File: config.mk
export PLATFORM = sky130hd
export DESIGN_NAME = stepper_axis
export DESIGN_NICKNAME = d
export VERILOG_FILES = /design/src/rtl/stepper_pkg.sv /design/src/rtl/stepper_ramp.sv /design/src/rtl/stepper_axis.sv
export SDC_FILE = /design/constraint.sdc
export NUM_CORES = 1
export LEC_CHECK = 0
export CORE_ASPECT_RATIO = 1.2
export CORE_MARGIN = 2
export CORE_UTILIZATION = 30
export CTS_CLUSTER_SIZE = 8
export DETAILED_ROUTE_END_ITERATION = 7
export DONT_BUFFER_PORTS = 1
export PLACE_DENSITY = 0.49
export SYNTH_ARGS = -nofsm -noshare
export SYNTH_HDL_FRONTEND = slang
export SYNTH_SLANG_ARGS = --single-unit
File: constraint.sdc
create_clock -name clk -period 5.2 [get_ports clk]
set_input_delay 0 -clock clk [delete_from_list [all_inputs] [get_ports clk]]
set_output_delay 0 -clock clk [all_outputs]
set_load 0.01 [all_outputs]
File: src/rtl/stepper_pkg.sv
// Shared state encoding and phase constants for the stepper axis.
package stepper_pkg;
  typedef logic [1:0] state_t;

  localparam logic [1:0] ST_IDLE  = 2'd0;
  localparam logic [1:0] ST_SETUP = 2'd1;
  localparam logic [1:0] ST_HIGH  = 2'd2;
  localparam logic [1:0] ST_LOW   = 2'd3;

  // Shortest legal phase; a programmed speed of 0 is promoted to this.
  localparam int MIN_PERIOD = 1;
endpackage

File: src/rtl/stepper_ramp.sv
// Per-step phase length. STEPPER_AXIS_RAMP_EN adds a trapezoidal accel/decel
// profile; otherwise the period is the speed latched at move start.
module stepper_ramp
  import stepper_pkg::*;
#(
  parameter int SPEED_W = 32,
  parameter int STEP_W  = 32
`ifdef STEPPER_AXIS_RAMP_EN
  , parameter int RAMP_START = 1000
`endif
) (
  input  logic               clk,
  input  logic               reset,
  input  logic               load,
  input  logic               adv,
  input  logic [SPEED_W-1:0] speed,
  input  logic [STEP_W-1:0]  remaining,
`ifdef STEPPER_AXIS_RAMP_EN
  input  logic [SPEED_W-1:0] accel_dec,
`endif
  output logic [SPEED_W-1:0] period
);
`ifdef STEPPER_AXIS_RAMP_EN
  logic [SPEED_W-1:0] floor_p, top_p, acc, start_p;
  logic [STEP_W-1:0]  spent;
  logic [SPEED_W:0]   dec_lim, inc_sum;

  assign start_p = (speed > SPEED_W'(RAMP_START)) ? speed : SPEED_W'(RAMP_START);
  assign dec_lim = {1'b0, floor_p} + {1'b0, acc};
  assign inc_sum = {1'b0, period} + {1'b0, acc};

  always_ff @(posedge clk or posedge reset) begin
    if (reset) begin
      period  <= '0;
      floor_p <= '0;
      top_p   <= '0;
      acc     <= '0;
      spent   <= '0;
    end else if (load) begin
      period  <= start_p;
      top_p   <= start_p;
      floor_p <= speed;
      acc     <= accel_dec;
      spent   <= '0;
    end else if (adv) begin
      // Decelerate once the steps left fit inside the accel ramp just used.
      if (remaining <= spent)
        period <= (inc_sum >= {1'b0, top_p}) ? top_p : inc_sum[SPEED_W-1:0];
      else if (period > floor_p) begin
        period <= ({1'b0, period} > dec_lim) ? period - acc : floor_p;
        spent  <= spent + STEP_W'(1);
      end
    end
  end
`else
  logic unused_ok;
  assign unused_ok = ^{adv, remaining};

  always_ff @(posedge clk or posedge reset) begin
    if (reset)     period <= '0;
    else if (load) period <= speed;
  end
`endif
endmodule

File: src/rtl/stepper_axis.sv
// Single-axis step/dir generator with direction setup, abort and status pulses.
// Optional ramping profile enabled by defining STEPPER_AXIS_RAMP_EN.
module stepper_axis
  import stepper_pkg::*;
#(
  parameter int STEP_W    = 32,
  parameter int SPEED_W   = 32,
  parameter int DIR_SETUP = 4
`ifdef STEPPER_AXIS_RAMP_EN
  , parameter int RAMP_START = 1000
`endif
) (
  input  logic                     clk,
  input  logic                     reset,
  input  logic signed [STEP_W-1:0] stepper_step_in,
  input  logic [SPEED_W-1:0]       stepper_speed,
  input  logic                     stepper_enable,
  input  logic                     start_driving,
`ifdef STEPPER_AXIS_RAMP_EN
  input  logic [SPEED_W-1:0]       accel_dec,
`endif
  output logic                     step_signal,
  output logic                     dir,
  output logic                     stepper_driving,
  output logic                     move_done,
  output logic                     move_aborted,
  output logic signed [STEP_W-1:0] stepper_step_out
);
  state_t             state;
  logic [SPEED_W-1:0] cnt, period, speed_eff;
  logic [STEP_W-1:0]  rem, mag;
  logic               neg, start_q;
  logic               accept, step_ok, phase_last, setup_last, ramp_adv;

  assign step_ok    = (stepper_step_in != '0) &&
                      (stepper_step_in != {1'b1, {(STEP_W-1){1'b0}}});
  assign accept     = (state == ST_IDLE) && start_driving && !start_q &&
                      stepper_enable && step_ok;
  assign mag        = stepper_step_in[STEP_W-1] ? $unsigned(-stepper_step_in)
                                                : $unsigned(stepper_step_in);
  assign speed_eff  = (stepper_speed == '0) ? SPEED_W'(MIN_PERIOD) : stepper_speed;
  assign phase_last = (cnt == period - SPEED_W'(1));
  assign setup_last = (cnt == SPEED_W'(DIR_SETUP - 1));
  assign ramp_adv   = (state == ST_LOW) && phase_last && stepper_enable;

  // Derived straight from state so reset drops the pulse without a clock.
  assign step_signal      = (state == ST_HIGH);
  assign stepper_driving  = (state != ST_IDLE);
  assign dir              = neg;
  assign stepper_step_out = neg ? -$signed(rem) : $signed(rem);

  stepper_ramp #(
    .SPEED_W   (SPEED_W),
    .STEP_W    (STEP_W)
`ifdef STEPPER_AXIS_RAMP_EN
    , .RAMP_START(RAMP_START)
`endif
  ) u_ramp (
    .clk       (clk),
    .reset     (reset),
    .load      (accept),
    .adv       (ramp_adv),
    .speed     (speed_eff),
    .remaining (rem),
`ifdef STEPPER_AXIS_RAMP_EN
    .accel_dec (accel_dec),
`endif
    .period    (period)
  );

  always_ff @(posedge clk or posedge reset) begin
    if (reset) begin
      state        <= ST_IDLE;
      cnt          <= '0;
      rem          <= '0;
      neg          <= 1'b0;
      start_q      <= 1'b0;
      move_done    <= 1'b0;
      move_aborted <= 1'b0;
    end else begin
      start_q      <= start_driving;
      move_done    <= 1'b0;
      move_aborted <= 1'b0;
      if (state == ST_IDLE) begin
        if (accept) begin
          neg   <= stepper_step_in[STEP_W-1];
          rem   <= mag;
          cnt   <= '0;
          state <= (DIR_SETUP == 0) ? ST_HIGH : ST_SETUP;
        end
      end else if (!stepper_enable) begin
        // Abort wins over a completion landing in the same cycle.
        state        <= ST_IDLE;
        cnt          <= '0;
        move_aborted <= 1'b1;
      end else begin
        cnt <= cnt + SPEED_W'(1);
        case (state)
          ST_SETUP: if (setup_last) begin
            cnt   <= '0;
            state <= ST_HIGH;
          end
          ST_HIGH: if (phase_last) begin
            cnt <= '0;
            rem <= rem - STEP_W'(1);
            if (rem == STEP_W'(1)) begin
              state     <= ST_IDLE;
              move_done <= 1'b1;
            end else begin
              state <= ST_LOW;
            end
          end
          ST_LOW: if (phase_last) begin
            cnt   <= '0;
            state <= ST_HIGH;
          end
          default: state <= ST_IDLE;
        endcase
      end
    end
  end
endmodule
After elaboration in Yosys (flattened, before gate mapping):

Index checks and enable logic that the tools add are counted.

* input port bits: 68
* word-level logic and storage cells: 70
* register bits after elaboration: 102
* output and inout bits: 37

* multiplexer cells: 29
* equal/unequal tests: 11
* reduce and logical (&&, ||, !) cells: 17
* add/subtract/negate cells: 5

Operator list (count)
* $mux W32: 13
* $neg A32 Y32: 2
* $pmux W32 S2: 1
* $sub A32 B1 Y32 const B: 2
* $add A32 B1 Y32 const B: 1
* $eq A32 B1 Y1 const B: 1
* $eq A32 B2 Y1 const B: 1
* $eq A32 B32 Y1: 1
* $logic_not A32 Y1: 1
* $ne A32 B32 Y1 const B: 1
* $reduce_bool A32 Y1: 1
* $mux W2: 7
* $reduce_and A4 Y1: 2
* $reduce_bool A2 Y1: 4
* $mux W1: 7
* $pmux W2 S3: 1
* $logic_and A1 B1 Y1: 5
* $eq A2 B2 Y1 const B: 2
* $ne A4 B2 Y1 const B: 1
* $ne A4 B3 Y1 const B: 1
* $ne A4 B4 Y1 const B: 1
* $eq A2 B1 Y1 const B: 1
* $logic_not A2 Y1: 1
* $ne A2 B2 Y1 const B: 1
* other kinds (3): 3

Longest topological paths before layout:

Gate-level depths: netlist of the first run.

* depth in word-level cells: 7
* mapped depth: 13

Hierarchy:

From an unflattened synthesis of the first run, not the netlist that was laid out.

* cell total of the unflattened synthesis: 1025
* area total of the unflattened synthesis: 8390.5 sq um

Modules (own cells, without submodules)
* stepper_axis: sequential area each 1751.7 sq um, times used 1, area an instance 7041.8 sq um, cells an instance 956
* stepper_ramp: sequential area each 800.8 sq um, times used 1, area an instance 1348.8 sq um, cells an instance 69

Least setup slack after synthesis of the first run:

OpenSTA, ideal clock, no wires.

* path type: flip-flop to flip-flop
* from: register u_ramp.period[15]
* to: register rem[27]
* library setup time: 0.125 ns
* slack: 1.783 ns
* required time: 5.075 ns
* cell stages (with the launch flop): 12
* arrival time: 3.292 ns
* clock period less this slack: 3.417 ns
* cell sequence: dfrtp_1 or4_4 nand2b_4 buf_6 or4_4 o31ai_2 nand4b_1 or4_4 o21a_4 nor2_8 buf_6 mux2_4

* longest elaborated chain between the ends: 4

Ends and longest elaborated chain
* start, declared: line stepper_ramp.sv:21 `output logic [SPEED_W-1:0] period`
* start signal, assigned: line stepper_ramp.sv:61 `else if (load) period <= speed;`
* $sub A32 B1 Y32: line stepper_axis.sv:42 `assign phase_last = (cnt == period - SPEED_W'(1));`
* $eq A32 B32 Y1: line stepper_axis.sv:42
* $reduce_bool A2 Y1 (no line)
* $reduce_and A4 Y1 (no line)
* end signal, assigned: line stepper_axis.sv:87 `rem <= mag;`
* end signal, assigned: line stepper_axis.sv:105 `rem <= rem - STEP_W'(1);`
* end, declared: line stepper_axis.sv:31 `logic [STEP_W-1:0] rem, mag;`

No other way between the ends.
A chain may end at the register's enable or synchronous reset.

Worst setup path after layout of the first run:

* from: register u_ramp.period[0]
* to: register cnt[8]

* longest elaborated chain between the ends: 6

Ends and longest elaborated chain
* $sub A32 B1 Y32: line stepper_axis.sv:42
* $eq A32 B32 Y1: line stepper_axis.sv:42
* $mux W32: line stepper_axis.sv:103, stepper_axis.sv:113
* $pmux W32 S2: line stepper_axis.sv:98 `case (state)`
* $mux W32: line stepper_axis.sv:91 `end else if (!stepper_enable) begin`
* $mux W32: line stepper_axis.sv:84 `if (state == ST_IDLE) begin`
* end signal, assigned: line stepper_axis.sv:97 `cnt <= cnt + SPEED_W'(1);`
* end, declared: line stepper_axis.sv:30 `logic [SPEED_W-1:0] cnt, period, speed_eff;`

No other way between the ends.

==> out/qor.yml, run 1 <==
fin_area_um2: 9134
max_freq_mhz: 242.7
cellPowerDensity_nw_per_um2: 358.9
area_delta_synth_final_pct: 12.88
cts_tree: "built"
reg2reg_depth: 11
row_count: 65
status: "finished clean"
cts_made_buffers: 9
synth_seq_cells: 102
cpMaxStageDelayCell: "nor4b_1"
required_ns: 5.45
cp_max_fo: 13
critPathLaunch: "u_ramp.period[0]"
post-place-ws_ns: 1.095
syn_avg_cell_area_um2: 8.342
tightest_slew_ns: 1.111
dp_hpwl_mm: 19.42
track_usage: 0.1869
ys_seq_area_frac: 0.3154
nets: 1049
rrSetupSlack_ns: 1.08
tns_ns: 0
yosys.cell_types.count: 79
gp_congestion: 0.8597
n_antenna_cell: 0
core_um2: 26430
grt_antenna_before_repair: 0
h-tree-depth: 3
maxCapViolations: 0
cp-endpoint: "cnt[8]"
viasPerCell: 5.736
synth_fp_nets: 1043
vias: 7549
die-area_um2: 28310
die_w_um: 153.9
ant_nets: 0
r2r-start: "u_ramp.period[0]"
cts_setup_buffers: 0
overflow: 0
vdd_ir_drop_max_uv: 167.6
synth_edf_count: 0
min_period_ns: 4.121
period_share: 0.7925
start_util: 0.3061
leakage_uw: 0.003293
ys_top_cells_by_count: "109 x nand2_1, 102 x dfrtp_1, 74 x xnor2_1"
layout-drive-gt1-share: 0.09276
max-clock-path-buffers: 2
ys_top_cells_by_area: "dfrtp_1 32%, xnor2_1 8.0%, nand2_1 5.1%"
wire_per_inst_um: 20.28
synthFlopType: "dfrtp_1"
postSynthCellCount: 970
skew_ns: 0.01266
dr.pass1.iters: 5
critPathKind: "reg -> reg"
setup_viol: 0
fillCellCount: 2767
critical-path-max-stage-delay_ns: 0.61
clkLatencyLatePin_ns: 0.37
clk_pin_slew_worst_paths_ns: 0.08
clock_sinks: 102
synth_top_area_cell: "dfrtp_1"
grt_max_degree: 59
hold_buffers: 49
drtIter0Drc: 535
yosysTopAreaCellShare: 0.3154
cp_common_cell: "a21o_1"
cp.arrival_ns: 4.37
power.total_uw: 3278
route.detailed.drc: 0
grt_pass1_wl_mm: 41.77
grt_pass1_vias: 7361
maxSlewViolCount: 0
yosysWarningCount: 0
cts.root.buffer_cell: "clkbuf_16"
hp-class: "in -> reg"
post_dp_cell_area_um2: 8309
fp.dieH_um: 183.9
cts_resized: 0
wl_mm: 26.70
path_cells: "inv_1 -> ha_1 -> nor4b_1 -> nand2_1 -> o31ai_1 -> nand3_1 -> nor4_1 -> and4_1 -> a21oi_1 -> a21o_1 -> a21o_1"
crit_path_start_kind: "flop"
worstSetupEndpointType: "flop"
io_pins: 105
r2r_end: "cnt[8]"
rsz0062_at_grt: "no"
portBuffers: 0
synthArstFlopShare: 1.000
synth.most_common_cell: "nand2_1"
syn_area_um2: 8092
maxSlewHeadroom: 0.2564
hold_violations: 0
finalWorstSetupSlack_ns: 1.079
==> routing by layer <==
metal,vias to the layer above,share of wire,global-route usage
li1,3614,-,-
met1,3687,0.43,0.2370
met2,216,0.50,0.3281
met3,32,0.051,0.02852
met4,0,0.020,0.05645
met5,-,0,0
==> kinds of logic (layout without fill, tap and decap cells) <==
| group | count (synthesis) | count (layout) | share of synthesized area |
|---|---|---|---|
| multiplexers | 40 | 40 | 0.05536 |
| AND/OR/NAND/NOR | 427 | 427 | 0.2862 |
| AO/OA/AOI/OAI | 200 | 200 | 0.1715 |
| adder cells (fa/ha/maj) | 5 | 5 | 0.007732 |
| XOR/XNOR | 110 | 110 | 0.1191 |
| buffers and inverters | 86 | 97 | 0.04469 |
| flip-flops | 102 | 102 | 0.3154 |
==> worst min-delay path by stage <==
stage	from	to	slack (ns)	cells past startpoint
2_1_floorplan	start_driving	start_q	0.03	0
3_3_place_gp	start_driving	start_q	0.03	0
3_5_place_dp	start_driving	start_q	0.03	0
4_1_cts	stepper_step_in[9]	rem[9]	0.002	3
5_1_grt	stepper_step_in[9]	rem[9]	0.01	3
6_report	stepper_step_in[19]	rem[19]	0.01	3
==> power by group <==
| group | internal (uW) | switching (uW) | leakage (uW) |
|---|---|---|---|
| clock network | 449 | 332 | 0.000162 |
| registers | 966 | 329 | 0.00127 |
| logic | 499 | 703 | 0.00186 |
| total | 1910 | 1360 | 0.00329 |
==> stage by stage <==
step / instances / util / hold slack (ns)
4_1_cts: 1316 / 0.3456 / 0.002285
6_report: 1316 / 0.3456 / 0.01452
3_3_place_gp: 1251 / 0.3144 / 0.03205
3_5_place_dp: 1251 / 0.3144 / 0.03207
2_1_floorplan: 970 / - / 0.03143
5_1_grt: 1316 / 0.3456 / 0.01426
==> final cells by class <==
| type | instances | area, um2 | area share |
|---|---|---|---|
| Multi-Input combinational cell | 782 | 5177 | 0.5668 |
| Timing Repair Buffer | 59 | 565.5 | 0.06192 |
| Clock buffer | 11 | 252.7 | 0.02767 |
| Sequential cell | 102 | 2552 | 0.2795 |
| Inverter | 22 | 85.08 | 0.009315 |
| Tap cell | 335 | 419.2 | 0.04589 |
| Clock inverter | 5 | 81.33 | 0.008904 |
==> cells in the final DEF (no fill, tap or decap), types with 6 or more instances in the layout <==
cell and count:
or3_1 29, o211a_1 8, dfrtp_1 102, inv_1 19, o41ai_1 6, and3_1 15
xnor2_1 74, or4_1 10, nand4_1 26, nor3_1 39, mux2_2 34, o311ai_1 6
o21ai_1 22, buf_4 10, a21oi_1 27, o22ai_1 11, nand4b_1 6, dlygate4sd3_1 49
a211oi_1 10, xor2_1 36, clkbuf_16 9, nand3_1 48, a31oi_1 15, o31ai_1 9
nor2_1 45, nand2_1 109, o21ai_0 34, nor4_1 44, nor2b_1 6, nand2b_1 11
==> worst max-delay path: cells and delay by family, from the launching register on <==
family,cells,cell delay [ns]
simple gates,5,1.83
buf+inv,1,0.10
flops,1,0.43
compound gates,4,1.21
fa+ha+maj,1,0.43
==> registers in the layout, indices dropped and copies added (netlist names) <==
register and flops:
cnt 32, rem 32, u_ramp.period 32, state 2, dir 1, move_aborted 1, move_done 1, start_q 1
Note: power is estimated with default switching activity, not from simulation.
==> run 2: changes to the inputs <==
clock period = 4.1 ns   (was 5.2 ns; I/O delays follow)
==> run 2 against run 1 <==
Compared with the run above: wire length is 2.4% higher; critical path type is now reg -> out; hold slack worse by 0.0025 ns; first-iteration DRC count is 9.7% higher; power is 25% higher; critical path depth is 3 lower; utilization is 0.29 points higher; non-clock buffer count is 14 higher.
==> out/qor.yml, run 2 (synthesized netlist as in run 1, its figures left out) <==
status: "finished clean"
cp.arrival_ns: 3.85  # -0.52 ns
vdd_ir_drop_max_uv: 221.7  # +32%
mostFrequentLayoutCell: "nand2_1"
cpMaxStageDelayCell: "nor4_1"
cts_tree: "built"
crit_path_start_kind: "flop"
cellPowerDensity_nw_per_um2: 443.6  # +24%
track_usage: 0.1908  # +0.003962
io_pins: 105  # unchanged
dp_hpwl_mm: 19.80  # +2.0%
gp_congestion: 0.8443  # -1.8%
leakage_uw: 0.003349  # +1.7%
clock_sinks: 102  # unchanged
grt_antenna_before_repair: 0  # unchanged
grt_pass1_wl_mm: 42.79  # +2.5%
most-common-layout-cells: "109 x nand2_1, 102 x dfrtp_1, 74 x xnor2_1"
route.detailed.drc: 0  # unchanged
ant_nets: 0  # unchanged
h-tree-depth: 3  # unchanged
cts_made_buffers: 9  # unchanged
skew_ns: 0.01503  # +0.002369 ns
critPathKind: "reg -> out"
maxSlewViolCount: 0  # unchanged
grt_pass1_vias: 7595  # +3.2%
die-area_um2: 28310  # unchanged
fin_cells: 1330  # +1.1%
die_w_um: 153.9  # unchanged
row_count: 65  # unchanged
dr.pass1.iters: 5  # unchanged
viasPerCell: 5.762  # +0.44%
tns_ns: 0  # unchanged
overflow: 0  # unchanged
clk_pin_slew_worst_paths_ns: 0.08  # about the same
start_util: 0.3061  # unchanged
critical-path-max-stage-delay_ns: 0.70  # +0.09 ns
path_cells: "nor4_1 -> nand3_1 -> or3_1 -> or3_1 -> or3_1 -> or4_1 -> nand2_1 -> xnor2_1"
maxSlewHeadroom: 0.2799  # +0.02357
cp_top_family: "simple AND/OR/NAND/NOR gates"
tightest_slew_ns: 1.076  # -0.03522 ns
min_period_ns: 3.851
cts.root.buffer_cell: "clkbuf_16"
drtIter0Drc: 587  # +9.7%
cp_max_fo: 7  # -6
cp_common_cell: "or3_1"
grt_max_degree: 74  # +25%
path_buf_inv: 0  # -1
rsz0062_at_grt: "no"
portBuffers: 0  # unchanged
clkLatencyLatePin_ns: 0.36  # about the same
max-clock-path-buffers: 2  # unchanged
fp.dieH_um: 183.9  # unchanged
hp-class: "in -> reg"
final_util: 0.3485  # +0.002935
vias: 7663  # +1.5%
setup_viol: 0  # unchanged
hold_violations: 0  # unchanged
largestRegisters: "cnt (32), rem (32), u_ramp.period (32)"
wire_per_inst_um: 20.55  # +1.3%
layout-drive-gt1-share: 0.1065  # +0.01377
nets: 1063  # +1.3%
placedCellCount: 1265  # +1.1%
wl_mm: 27.34  # +2.4%
period_share: 0.9393
maxCapViolations: 0  # unchanged
n_antenna_cell: 0  # unchanged
required_ns: 4.10  # -1.35 ns
core_um2: 26430  # unchanged
area_delta_synth_final_pct: 13.84
fillCellCount: 2796  # +1.0%
max_freq_mhz: 259.7
worstSetupEndpointType: "primary output"
-- run 2: cell types whose count changed in the layout (fill, tap and decap cells not counted), moves of 2 or more --
cell,before,now
buf_4,10,23
inv_6,0,4
bufinv_16,2,0
clkbuf_8,2,0
-- run 2: path summary, 6_finish.rpt --
path	startpoint	end	slack (ns)	cells after the start
setup / recovery	rem[6]	stepper_step_out[30]	0.25	8
hold / removal	stepper_step_in[24]	rem[24]	0.01	3
setup reg to reg	u_ramp.period[11]	rem[21]	0.32	10
hold reg to reg	u_ramp.period[18]	u_ramp.period[18]	0.58	1
max in group asynchronous	reset	rem[26]	2.75	3
min in group asynchronous	reset	move_done	0.35	2
-- run 2: power breakdown --
group          internal, uW  switching (uW)
combinational           652             897
clock                   428             462
sequential             1220             422
-- run 2: tightest hold or removal path, stage by stage --
cell and delay [ns]:
xnor2_1 0.11, o22ai_1 0.09, a21oi_2 0.13
-- run 2: final cells by class --
class,instances,area [um2],area share
clock buffer,9,225.2,0.02445
clock inverter,7,62.56,0.006792
inverter,22,85.08,0.009237
multi-input combinational,782,5184,0.5628
sequential,102,2552,0.2771
tap,335,419.2,0.04550
timing repair buffer,73,683.2,0.07416
-- run 2: what timing repair did --
| item | CTS | global route |
|---|---|---|
| endpoints found under the hold margin | 126 | 0 |
| resized for setup | 0 | 1 |
| endpoints found under the setup margin | 0 | 13 |
| hold buffers | 49 | 0 |
| setup buffers | 0 | 0 |
-- run 2: layer usage --
metal / track usage / routed length, um / share of wire / up-vias
li1: - / - / - / 3651
met1: 0.2372 / 11730 / 0.43 / 3778
met2: 0.3423 / 13720 / 0.50 / 197
met3: 0.02381 / 1250 / 0.046 / 37
met4: 0.06355 / 634 / 0.023 / 0
met5: 0 / 0 / 0 / -
-- run 2: per-stage QoR --
step | total power [uW] | setup WS, ns | area, um2 | hold WS [ns]
final | 4087 | 0.2488 | 9211 | 0.01201
after global routing | 4341 | 0.06812 | 9211 | 0.02742
after CTS | 4116 | 0.2353 | 9205 | 0.001894
after detailed placement | 3171 | 0.2465 | 8427 | 0.03205
after global placement | 3165 | 0.3379 | 8427 | 0.03204
after floorplan | 2724 | 0.6826 | 8092 | 0.03143
==> run 3: changes to the inputs <==
==> constraint.sdc (replaced) <==
create_clock -name clk -period 4.1 [get_ports clk]
set_input_delay 0.205 -clock clk [delete_from_list [all_inputs] [get_ports clk]]
set_output_delay 0.205 -clock clk [all_outputs]
set_load 0.01 [all_outputs]
==> run 3 against run 2 <==
Compared with the run above: non-clock buffer count down 14; clock power down 1%; sequential power about the same; wire length down 3.4%.
==> out/qor.yml, run 3 (synthesized netlist as in run 1, its figures left out) <==
cp.arrival_ns: 3.62  # -0.23 ns
mostFrequentLayoutCell: "nand2_1"
clkLatencyLatePin_ns: 0.36  # about the same
busiest_layer: "met2"
r2r-start: "u_ramp.period[0]"
track_usage: 0.1863  # -0.004510
cts_made_buffers: 9  # unchanged
fp.dieH_um: 183.9  # unchanged
cellPowerDensity_nw_per_um2: 446.8  # +0.72%
rsz0062_at_grt: "no"
post-place-ws_ns: 0.3143  # +0.06782 ns
tightest_slew_ns: 1.092  # +0.01611 ns
seqPwrFrac: 0.408  # +0.005
maxCapViolations: 0  # unchanged
wl_mm: 26.41  # -3.4%
viasPerCell: 5.694  # -1.2%
clock_sinks: 102  # unchanged
area_delta_synth_final_pct: 12.22
row_count: 65  # unchanged
p_sw_frac: 0.4303  # -0.005758
rrSetupSlack_ns: 0.38  # +0.06 ns
grt_pass1_wl_mm: 41.85  # -2.2%
grt_max_degree: 38  # -49%
ant_nets: 0  # unchanged
clk_pin_slew_worst_paths_ns: 0.08  # about the same
tns_ns: 0  # unchanged
finalWorstSetupSlack_ns: 0.2751  # +0.02627 ns
reg2reg_depth: 12  # +2
crit_path_start_kind: "flop"
maxSlewViolCount: 0  # unchanged
critPathLaunch: "rem[7]"
period_share: 0.9329  # -0.006408
dp_hpwl_mm: 19.67  # -0.65%
min_to: "u_ramp.period[0]"
min_from: "stepper_speed[0]"
maxSlewHeadroom: 0.2692  # -0.01078
combPwrFrac: 0.376  # -0.003
hold_violations: 0  # unchanged
nets: 1049  # -1.3%
p_int_uw: 2311  # +0.29%
clock_power_share: 0.217  # about the same
cts.root.buffer_cell: "clkbuf_16"
core_um2: 26430  # unchanged
r2r_end: "rem[4]"
die_w_um: 153.9  # unchanged
io_pins: 105  # unchanged
skew_ns: 0.01260  # -0.002427 ns
portBuffers: 0  # unchanged
netSwitchingPower_uw: 1746  # -2.0%
leakage_uw: 0.003289  # -1.8%
grtUsageMet2: 0.3270  # -0.01532
max-clock-path-buffers: 2  # unchanged
drtIter0Drc: 510  # -13%
most-common-layout-cells: "109 x nand2_1, 102 x dfrtp_1, 74 x xnor2_1"
met3_usage: 0.02287  # -0.0009430
power.total_uw: 4057  # -0.72%
hp-class: "in -> reg"
min_period_ns: 3.825  # -0.02627 ns
vias: 7493  # -2.2%
wire_per_inst_um: 20.07  # -2.4%
vdd_ir_drop_max_uv: 193.2  # -13%
grt_antenna_before_repair: 0  # unchanged
grt_pass1_vias: 7375  # -2.9%
setup_viol: 0  # unchanged
route.detailed.drc: 0  # unchanged
largestRegisters: "cnt (32), rem (32), u_ramp.period (32)"
globalRouteMet1Util: 0.2403  # +0.003117
cts_tree: "built"
critPathKind: "reg -> out"
layout-drive-gt1-share: 0.1111  # +0.004578
holdPathStages: 2  # -1
gp_congestion: 0.9168  # +8.6%
required_ns: 3.89  # -0.21 ns
start_util: 0.3061  # unchanged
h-tree-depth: 3  # unchanged
status: "finished clean"
max_freq_mhz: 261.4  # +0.69%
cp_max_fo: 8  # +1
overflow: 0  # unchanged
dr.pass1.iters: 5  # unchanged
worstSetupEndpointType: "primary output"
die-area_um2: 28310  # unchanged
n_antenna_cell: 0  # unchanged
[run 3: stage by stage]
step           utilization  instance area [um2]  hold slack, ns  instances
5_1_grt             0.3435                 9080         0.03557       1316
3_3_place_gp        0.3183                 8414          0.1538       1265
4_1_cts             0.3427                 9057         0.01707       1316
2_1_floorplan            -                 8092          0.2364        970
3_5_place_dp        0.3183                 8414          0.1590       1265
6_report            0.3435                 9080         0.02907       1316
[run 3: power groups by stage]
stage	Combinational [uW]	Sequential (uW)	Clock, uW
6_report	1520	1650	879
5_1_grt	1680	1700	957
4_1_cts	1530	1650	908
2_1_floorplan	1250	1470	0
3_5_place_dp	1500	1670	0
3_3_place_gp	1490	1670	0
[run 3: cell type report]
| type | count | area (um2) |
|---|---|---|
| inverter | 22 | 85.08 |
| fill | 2764 | 17350 |
| multi-input combinational | 782 | 5200 |
| clock buffer | 10 | 239.0 |
| clock inverter | 6 | 53.80 |
| timing repair buffer | 59 | 530.5 |
| tap | 335 | 419.2 |
| sequential | 102 | 2552 |
[run 3: metal layers]
layer / part of all wire / wire length (um)
met5: 0 / 0
met2: 0.50 / 13150
met4: 0.022 / 579
met1: 0.43 / 11300
met3: 0.052 / 1379
[run 3: how the worst max path moves through the flow]
stage / endpoint / slack (ns) / cells past startpoint
global placement: rem[4] / 0.37 / 10
finish: stepper_step_out[30] / 0.28 / 9
detailed placement: rem[4] / 0.31 / 10
CTS: stepper_step_out[30] / 0.10 / 9
global route: stepper_step_out[30] / 0.06 / 9
floorplan: rem[27] / 0.68 / 11
[run 3: worst max-delay path, stage by stage (launching register included)]
cell	delay [ns]
dfrtp_1	0.47
nor4_1	0.33
buf_4	0.20
nand3_2	0.17
or3_4	0.42
or3_1	0.39
or3_1	0.42
or4_1	0.56
nand2_1	0.11
xnor2_1	0.19
[run 3: repair_timing]
action,CTS,global route
resized for setup,0,4
buffers inserted,0,0
hold buffers,35,0
endpoints found under the hold margin,70,0
endpoints found under the setup margin,0,6
